## src/rtl/pc_fetch_unit.sv

```systemverilog
`default_nettype none
// ============================================================================
// Module      : pc_fetch_unit
// Description : Program-counter / instruction-fetch sequencer. Walks each
//               instruction through FETCH -> DECODE -> EXEC. It faults to
//               HALT on a memory ack timeout, and it also halts on opcode 4'hF.
// Revision    : 1.0  initial release
// ============================================================================
module pc_fetch_unit #(
  parameter int MAX_WAIT = 8
) (
  input  logic       clk,
  input  logic       rst,
  output logic       imem_req,
  output logic [3:0] imem_addr,
  input  logic       imem_ack,
  input  logic [7:0] imem_data,
  input  logic [3:0] next_pc,
  input  logic       stall,
  output logic [3:0] pc,
  output logic       add,
  output logic       li,
  output logic [3:0] addr,
  output logic       empty_inst,
  output logic       exec_valid,
  output logic       halted,
  output logic       fetch_err,
  output logic [7:0] retired
);

  typedef enum logic [1:0] {
    S_FETCH  = 2'd0,
    S_DECODE = 2'd1,
    S_EXEC   = 2'd2,
    S_HALT   = 2'd3
  } state_t;

  // The last no-ack FETCH cycle before the timeout fires. The counter holds
  // the number of FETCH cycles that have already gone by without an ack.
  localparam logic [3:0] c_wait_last = 4'(MAX_WAIT - 1);
  localparam logic [3:0] c_op_nop    = 4'h0;
  localparam logic [3:0] c_op_add    = 4'h1;
  localparam logic [3:0] c_op_li     = 4'h2;
  localparam logic [3:0] c_op_halt   = 4'hF;

  state_t     r_state;
  logic [3:0] r_pc;
  logic [7:0] r_ir;
  logic [3:0] r_wait;
  logic [7:0] r_retired;
  logic       r_fetch_err;

  logic       w_active;
  logic [3:0] w_opcode;

  // Sequencer: the state, PC, instruction register, wait counter and retire count.
  always_ff @(posedge clk) begin
    if (rst) begin
      r_state     <= S_FETCH;
      r_pc        <= 4'h0;
      r_ir        <= 8'h00;
      r_wait      <= 4'h0;
      r_retired   <= 8'h00;
      r_fetch_err <= 1'b0;
    end else begin
      case (r_state)
        S_FETCH: begin
          // If the ack arrives in the final allowed cycle, the ack takes priority over the timeout.
          if (imem_ack) begin
            r_ir    <= imem_data;
            r_wait  <= 4'h0;
            r_state <= S_DECODE;
          end else if (r_wait == c_wait_last) begin
            r_fetch_err <= 1'b1;
            r_state     <= S_HALT;
          end else begin
            r_wait <= r_wait + 4'h1;
          end
        end
        S_DECODE: begin
          r_state <= (r_ir[7:4] == c_op_halt) ? S_HALT : S_EXEC;
        end
        S_EXEC: begin
          if (!stall) begin
            r_pc      <= next_pc;
            r_retired <= (r_retired == 8'hFF) ? 8'hFF : r_retired + 8'h01;
            r_wait    <= 4'h0;
            r_state   <= S_FETCH;
          end
        end
        default: begin
          r_state <= S_HALT;
        end
      endcase
    end
  end

  assign w_active = (r_state == S_DECODE) || (r_state == S_EXEC);
  assign w_opcode = r_ir[7:4];

  // Decode strobes are valid only while an instruction is in flight.
  always_comb begin
    add        = 1'b0;
    li         = 1'b0;
    addr       = 4'h0;
    empty_inst = 1'b0;
    if (w_active) begin
      addr = r_ir[3:0];
      case (w_opcode)
        c_op_add:  add = 1'b1;
        c_op_li:   li  = 1'b1;
        c_op_halt: empty_inst = 1'b0;
        c_op_nop:  empty_inst = 1'b1;
        default:   empty_inst = 1'b1;
      endcase
    end
  end

  assign imem_req   = (r_state == S_FETCH);
  assign imem_addr  = r_pc;
  assign pc         = r_pc;
  assign exec_valid = (r_state == S_EXEC);
  assign halted     = (r_state == S_HALT);
  assign fetch_err  = r_fetch_err;
  assign retired    = r_retired;

endmodule
`default_nettype wire

```

## config.mk

```make
export PLATFORM = sky130hd
export DESIGN_NAME = pc_fetch_unit
export DESIGN_NICKNAME = d
export VERILOG_FILES = /design/src/rtl/pc_fetch_unit.sv
export SDC_FILE = /design/constraint.sdc
export NUM_CORES = 1
export LEC_CHECK = 0
export CAP_MARGIN = 20
export CORE_UTILIZATION = 40
export CTS_BUF_LIST = sky130_fd_sc_hd__clkbuf_8
export CTS_CLUSTER_DIAMETER = 80
export DETAILED_ROUTE_END_ITERATION = 6
export PLACE_DENSITY = 0.76
export SETUP_SLACK_MARGIN = 0.1
export SLEW_MARGIN = 5
export SYNTH_ARGS = -nofsm -noshare
export SYNTH_HDL_FRONTEND = slang
export SYNTH_SLANG_ARGS = --single-unit
```

## constraint.sdc

```tcl
create_clock -name clk -period 1.55 [get_ports clk]
set_input_delay 0.465 -clock clk [delete_from_list [all_inputs] [get_ports clk]]
set_output_delay 0.465 -clock clk [all_outputs]
set_load 0.03 [all_outputs]
```

### Yosys cells after proc, flatten, opt, wreduce, memory -nomap -nowiden

Index checks and enable logic that the tools add are counted.

| cells by class | value |
|---|---|
| add/sub/neg operators | 2 |
| multiply operators | 0 |
| divide/modulo/power cells | 0 |
| magnitude comparators | 0 |
| equal/unequal tests | 11 |
| shift-type cells | 0 |
| mux-type cells | 17 |
| bitwise logic cells | 2 |
| reduce and logical (&&, ||, !) cells | 9 |

Operators with widths:

| cell | number |
|---|---|
| 2-to-1 mux 4 bit | 4 |
| adder 8 x 1 -> 8 bit, second input constant | 1 |
| equality test 8 bit, second input constant | 1 |
| 2-to-1 mux 8 bit | 1 |
| one-hot mux 4 bit (2 select lines) | 1 |
| 2-to-1 mux 1 bit | 7 |
| 2-to-1 mux 2 bit | 3 |
| one-hot mux 2 bit (3 select lines) | 1 |
| AND reduction 2 bit | 3 |
| AND reduction 3 bit | 2 |
| adder 4 x 1 -> 4 bit, second input constant | 1 |
| equality test 2 bit, second input constant | 2 |
| equality test 4 x 1 -> 1 bit, second input constant | 1 |
| equality test 4 x 2 -> 1 bit, second input constant | 1 |
| equality test 4 x 3 -> 1 bit, second input constant | 1 |
| equality test 4 bit, second input constant | 1 |
| inequality test 3 x 1 -> 1 bit, second input constant | 1 |
| inequality test 3 bit, second input constant | 1 |
| OR reduction 3 bit | 1 |
| equality test 2 x 1 -> 1 bit, second input constant | 1 |
| zero test 2 bit | 1 |
| inequality test 2 bit, second input constant | 1 |
| inverter 1 bit | 2 |
| nonzero test 2 bit | 1 |
| logical OR 1 bit | 1 |

| storage, ports and cells | value |
|---|---|
| register bits after elaboration | 27 |
| bits in latches | 0 |
| bits in writable memories | 0 |
| memory bits (read-only) | 0 |
| bits of input ports | 16 |
| output and inout port bits | 27 |
| word-level logic and storage cells | 47 |
| memories kept | 0 |

### Logic depth before layout (Yosys ltp)

Gate-level depths: netlist (run 1).

| depth | value |
|---|---|
| depth in word-level cells | 4 |
| depth in mapped cells | 6 |
| mapped depth without buffers | 5 |

### Least setup slack after synthesis (run 1)

OpenSTA, ideal clock, no wires.

| timing | value |
|---|---|
| path kind | register to output |
| from | register r_state[0] |
| to | output add |
| data arrival time | 1.551 ns |
| data required time | 1.085 ns |
| slack | -0.466 ns |
| stages on the path, launching flop included | 5 |
| path through | dfxtp_1 -> inv_1 -> ha_1 -> nand2_1 -> nor3b_1 |

| on the way | value |
|---|---|
| word-level cells in the longest chain between the ends | 3 |
| elaborated cells on any way between the ends | 4 |
| those cells by class | eq/ne: 2; mux: 1; reduce/logical: 1 |

Ends and longest elaborated chain:

| element | line | source |
|---|---|---|
| start, declared | 46 | `state_t r_state;` |
| start signal, assigned | 81 | `r_state <= (r_ir[7:4] == c_op_halt) ? S_HALT : S_EXEC;` |
| equality test 2 x 1 -> 1 bit or equality test 2 bit (tied branches) | 98 | `assign w_active = (r_state == S_DECODE) \|\| (r_state == S_EXEC);` |
| logical OR 1 bit (*) | 98 |  |
| 2-to-1 mux 1 bit (*) | 107 | `if (w_active) begin` |
| end, declared | 21 | `output logic add,` |

Every way passes the cells marked *; elsewhere a longest branch is shown, timed or not.

### Worst setup path after layout (run 1)

Same ends and word-level chain as after synthesis.

==> impl_results.md, run 1 <==
- Status: finished, violations left
- Violated checks: setup timing
- Least-Margin Pin Slew: around 0.34 ns
- CP max stage cell: dfxtp_2
- CP peak stage delay: between 0.3 and 0.4 ns
- Die area: between 3000 and 4000 µm²
- Die extent in x: approximately 60 µm
- RSZ-0062 raised after global routing: true
- Crit share post-route: 1.189
- Syn Std Cell Area: around 1400 µm²
- Antenna violation net count after detailed routing: 0
- Root buffer cell: clkbuf_8
- Seq/Total Area, Yosys: 0.4000
- CTS Buffer Depth: 2
- CTS HTree Levels: 1
- Post-synth EDFFs: 0
- Average size of a mapped cell: about 8.4 µm²
- CP Launch Point: r_state[0]
- Antenna violations before repair: 0
- Critical path type: reg2out
- Skew final: approximately 0.0014 ns
- Largest net degree at the start of global routing: 16
- Synth Register Bits: 27
- Number of global-route vias before repair: approximately 1.3k
- First-pass GRT wire length: 6044 µm
- Grt ovf: 0
- DR vias/cell: between 5 and 6
- Final antenna diode count: 0
- Max rail drop VDD: a little under 0.7 mV
- P per Cell Area: 1503 nW/µm²
- Min cycle time layout: ~1.8 ns
- Max Clk Rate: approximately 0.54 GHz
- Mapped Cells: roughly 160
- Reg2reg start: r_state[0]
- Core Region: approximately 3100 µm²
- Layout net count: around 240
- Syn Nets: 184
- Clock Sinks: 27
- Routed WL: roughly 4200 µm
- Worst Path Buf+Inv: 2
- Final Hold Violating Endpoints: 0
- # setup viols final: 19
- GP Congestion: around 0.81
- CP required: about 1.1 ns
- Max-capacitance violation count: 0
- Per-cell routed wire length: roughly 16 µm
- Most common cell after layout, fill and taps aside: dfxtp_1
- Layout cells sized above 1: 0.4679
- Clk pin slew, worst setup/hold paths: ~0.090 ns
- WP data arrival: 1.38 ns
- GRT Total Usage: 0.2256
- Synthesis-to-finish area growth: 64.91%
- First-pass DRT Iterations: 4
- Pins Over Slew Limit: 0
- Max Fanout on Critical Path: 4
- Hold_sp: r_ir[1]
- Overall power: 3.350 mW
- Top delay family on crit path: flip-flops
- Number of buffers created by CTS: 3
- DRC Markers: 0
- CP Cell Sequence: inv_2, ha_4, nand2_4, nor3b_4, buf_6
- Clock Latency Late Sink: about 0.28 ns
- Hold WC Path Type: reg2reg
- Vias: 1462
- Final worst slack: -0.2931 ns
- Fin Hold WS: between 0.4 and 0.5 ns
- Most frequent cells in the layout: dfxtp_1 (21), buf_4 (20), nand2_1 (19), buf_6 (19)
- Ys flop type: dfxtp_1
- Share of synthesized registers carrying an async set or reset: 0
- Yosys warning total: 0
- Site Rows: 20
- Netlist cell types: 37
- Initial drt markers: 77
- Starting Density: 0.4320
- Leakage power: 0.8919 nW
- CP Capture Type: output port
- Die Ht: between 60 and 70 µm
- Critical Path Start Type: register
- Post-DP HPWL: about 2600 µm
- CTS tree: done
- I/O Buffers: 42
- Io pins: 43
- Slew headroom: 0.7702
## logic make-up (layout without fill, tap and decap cells)
group / Yosys count / in the layout / synth area share
buffers and inverters: 15 / 72 / 0.05833
flip-flops: 27 / 27 / 0.4000
adder cells (fa/ha/maj): 7 / 7 / 0.06481
AO/OA/AOI/OAI: 40 / 40 / 0.1861
multiplexers: 2 / 2 / 0.01482
AND/OR/NAND/NOR: 70 / 70 / 0.2759
## path summary, 6_finish.rpt
check | endpoint | slack, ns | depth (start not counted)
min | r_ir[1] | 0.47 | 2
max reg2reg | retired[6] | -0.18 | 8
min reg2reg | r_ir[1] | 0.47 | 2
max | add | -0.29 | 5
## per-layer routing
layer / up-vias / global-route usage / wire (µm)
met5: - / 0 / 0
met3: 5 / 0.04329 / 205
met4: 0 / 0.07309 / 40
met2: 54 / 0.4239 / 2289
li1: 701 / - / -
met1: 702 / 0.2493 / 1644
## timing repair
item,CTS,global route
setup buffers,3,3
pin swaps,17,8
hold buffers,0,0
setup endpoints to repair,31,45
resized for setup,72,42
## through the flow
stage,worst slack [ns],TNS [ns],area (µm²),utilization,std cells
2_1_floorplan,-0.0008480,-0.0008480,1395,-,161
3_3_place_gp,-0.3583,-4.331,1898,0.6068,253
3_5_place_dp,-0.4342,-5.331,1898,0.6068,253
4_1_cts,-0.2808,-2.515,2125,0.6792,260
5_1_grt,-0.3475,-4.083,2228,0.7124,262
6_report,-0.2931,-3.169,2228,0.7124,262
## flip-flops by register name, summed over array words and instances (netlist names)
| signal | flops |
|---|---|
| r_state | 2 |
| fetch_err | 1 |
| r_wait | 4 |
| imem_addr | 4 |
| r_ir | 8 |
| retired | 8 |
## cell usage after synthesis, drive strengths merged (2+ instances only)
master  instances  area, µm²
nand2          24      90.09
and2            4      25.02
a31oi           5      31.28
nor4b           3      26.28
buf             8      52.55
inv             3      11.26
dfxtp          27      540.5
nor2b           2      12.51
or3             2      12.51
mux2i           2      20.02
a211oi          6      45.04
and3            4      25.02
nand2b          4      27.53
o21ai           5      25.02
nand3          13      65.06
clkbuf          4      15.01
ha              7      87.58
a21oi          16      80.08
nor2            6      22.52
## final cells by class
type	instances	area [µm²]
clock buffer	3	41.29
clock inverter	1	5.005
fill	233	899.6
inverter	3	11.26
multi-input combinational	119	962.2
sequential	27	548.0
tap	44	55.05
timing repair buffer	65	605.6
## power by group
| part | total (mW) | leakage (nW) | internal (mW) | switching, mW |
|---|---|---|---|---|
| clock | 0.410 | 0.0255 | 0.181 | 0.230 |
| sequential | 0.911 | 0.222 | 0.804 | 0.107 |
| combinational | 2.03 | 0.644 | 1.00 | 1.03 |
## worst reg2reg max path, cell delays in order, from the launching register on
cell      delay (ns)
dfxtp_2         0.36
inv_2           0.06
buf_4           0.14
buf_6           0.11
ha_4            0.15
buf_6           0.13
and4b_2         0.28
and4bb_2        0.25
a211oi_2        0.18
Note: power is estimated with default switching activity, not from simulation.
==> run 2: changes to the inputs <==
PLACE_DENSITY = 0.74   (was 0.76)
clock period = 2.2 ns   (was 1.55 ns; I/O delays follow)
==> run 2 against run 1 <==
  * The flow now finishes without violations
  * Highest routed layer unchanged
  * Sequential share of layout area grew 4.0 points
  * Combinational power shrank 53%
  * Critical path depth is 1 lower
  * Largest cell class unchanged
  * Flip-flop and latch count unchanged
  * Clock skew rose by 0.0026 ns
  * Final cell count decreased by 5.3%
  * First-iteration DRC count shrank 22%
  * Count of clock-buffer cells in the layout did not move
  * Die area is the same
==> impl_results.md, run 2 (same netlist as run 1, synthesis figures left out) <==
- RSZ-0062 raised after global routing: true
- Skew final: approximately 0.004 ns
- Die Ht: between 60 and 70 µm
- Die extent in x: about 60 µm
- Final Cell Area: 1897 µm²
- Most frequent cells in the layout: clkdlybuf4s50_1 (26), dfxtp_1 (25), nand2_1 (24)
- Starting Density: 0.4320
- Pins Over Slew Limit: 0
- Status: complete, no violations
- Grt ovf: 0
- Post-DP HPWL: 2479 µm
- Critical Path Start Type: register
- # setup viols final: 0
- Final antenna diode count: 0
- Clk pin slew, worst setup/hold paths: ~0.090 ns
- DRC Markers: 0
- Final Hold Violating Endpoints: 0
- Clock Sinks: 27
- Max Clk Rate: 0.4742 GHz
- WP data arrival: around 1.5 ns
- Clock Latency Late Sink: 0.27 ns
- Antenna violation net count after detailed routing: 0
- Crit share post-route: 0.9585
- Site Rows: 20
- Min cycle time layout: 2.109 ns
- Largest net degree at the start of global routing: 21
- Root buffer cell: clkbuf_8
- Max Fanout on Critical Path: 6
- Most Crowded Layer GR: met2
- Die area: approximately 3600 µm²
- Antenna violations before repair: 0
- Hold WC Path Type: reg2reg
- First-pass GRT wire length: around 5300 µm
- I/O Buffers: between 40 and 50
- Core Region: between 3000 and 4000 µm²
- Max rail drop VDD: around 0.35 mV
- CTS Buffer Depth: 2
- Layout cells sized above 1: 0.1373
- CP Cell Sequence: and3_1, o21ai_0, o311a_1, buf_4
- CP max stage cell: dfxtp_1
- GRT Total Usage: 0.1933
- Leakage power: a little over 0.8 nW
- Layout net count: roughly 230
- CTS HTree Levels: 1
- Met1 usage: 0.2283
- First-pass DRT Iterations: 4
- Worst Path Buf+Inv: 1
- CP required: between 1.5 and 2 ns
- Setup TNS: 0 ns
- Number of buffers created by CTS: 3
- Number of global-route vias before repair: between 1k and 1.5k
- Routed WL: ~3400 µm
- Critical path type: reg2out
- DR vias/cell: around 5.4
- Number of fill cells: 284
- Io pins: between 40 and 50
- P per Cell Area: about 1000 nW/µm²
- Vias: 1329
- CP Capture Type: output port
- Area post-placement: 1792 µm²
- Most common cell after layout, fill and taps aside: clkdlybuf4s50_1
- Met3 Use GR: 0.03463
- Initial drt markers: 60
- Overall power: 1.887 mW
- Per-cell routed wire length: 13.86 µm
- Top delay family on crit path: compound AO/OA/AOI/OAI gates
- Met2 GRT Util: 0.3422
- CP peak stage delay: 0.39 ns
- Max-capacitance violation count: 0
- GP Congestion: between 0.9 and 1
- Slew headroom: 0.7333
- Least-Margin Pin Slew: roughly 0.4 ns
- Synthesis-to-finish area growth: 40.37%
- CTS tree: done
==> run 2: cell types whose count changed in the layout (fill, tap and decap cells not counted), sizes merged <==
cell           before  now
dlymetal6s2s        1    5
clkdlybuf4s15       4    0
buf                44   16
clkinvlp            0    1
clkinv              1    0
dlygate4sd2         1    4
clkdlybuf4s18       2    0
clkdlybuf4s50      13   26
==> run 2: final cells by class <==
class,count,area (µm²),share of cell area
clock buffers,3,41.29,0.02177
multi-input cells,119,749.5,0.3951
inverters,3,11.26,0.005937
flip-flops and latches,27,543.0,0.2863
well taps,44,55.05,0.02902
repair buffers,51,489.2,0.2579
clock inverters,1,7.507,0.003958
==> run 2: final timing paths <==
path	from	endpoint	slack (ns)	cells after the start
hold / removal	r_ir[2]	r_ir[2]	0.46	2
setup / recovery	r_ir[6]	empty_inst	0.09	4
setup reg to reg	r_state[1]	retired[5]	0.57	6
hold reg to reg	r_ir[2]	r_ir[2]	0.46	2
==> run 2: metal layers <==
metal / share of wire / wire length [µm] / up-vias
li1: - / - / 673
met1: 0.45 / 1533 / 612
met2: 0.51 / 1748 / 42
met3: 0.041 / 140 / 2
met4: 0.0044 / 15 / 0
met5: 0 / 0 / -
==> run 2: tightest hold or removal path, cell delays in order, from the launching register on <==
cell and delay, ns:
dfxtp_1 0.32, nand2_1 0.05, a21oi_1 0.05
==> run 2: report_power, final <==
group          switching [mW]  internal [mW]
Sequential             0.0714          0.565
Clock                   0.160          0.128
Combinational           0.547          0.415
Total                   0.778           1.11
==> run 2: through the flow <==
step | utilization | instances | hold WS, ns | setup slack (ns)
3_5_place_dp | 0.5728 | 241 | 0.4490 | 0.04534
4_1_cts | 0.5908 | 245 | 0.4629 | 0.02398
6_report | 0.6064 | 248 | 0.4592 | 0.09121
2_1_floorplan | - | 161 | 0.4317 | 0.2717
3_3_place_gp | 0.5728 | 241 | 0.4379 | 0.08217
5_1_grt | 0.6064 | 248 | 0.4847 | 0.02785
==> run 2: what timing repair did <==
action                                  in CTS  in global routing
resized for setup                            6                 12
cloned                                       0                  0
endpoints found under the setup margin      11                 13
hold buffers                                 0                  0
pin swaps                                    0                  1
setup buffers                                0                  3
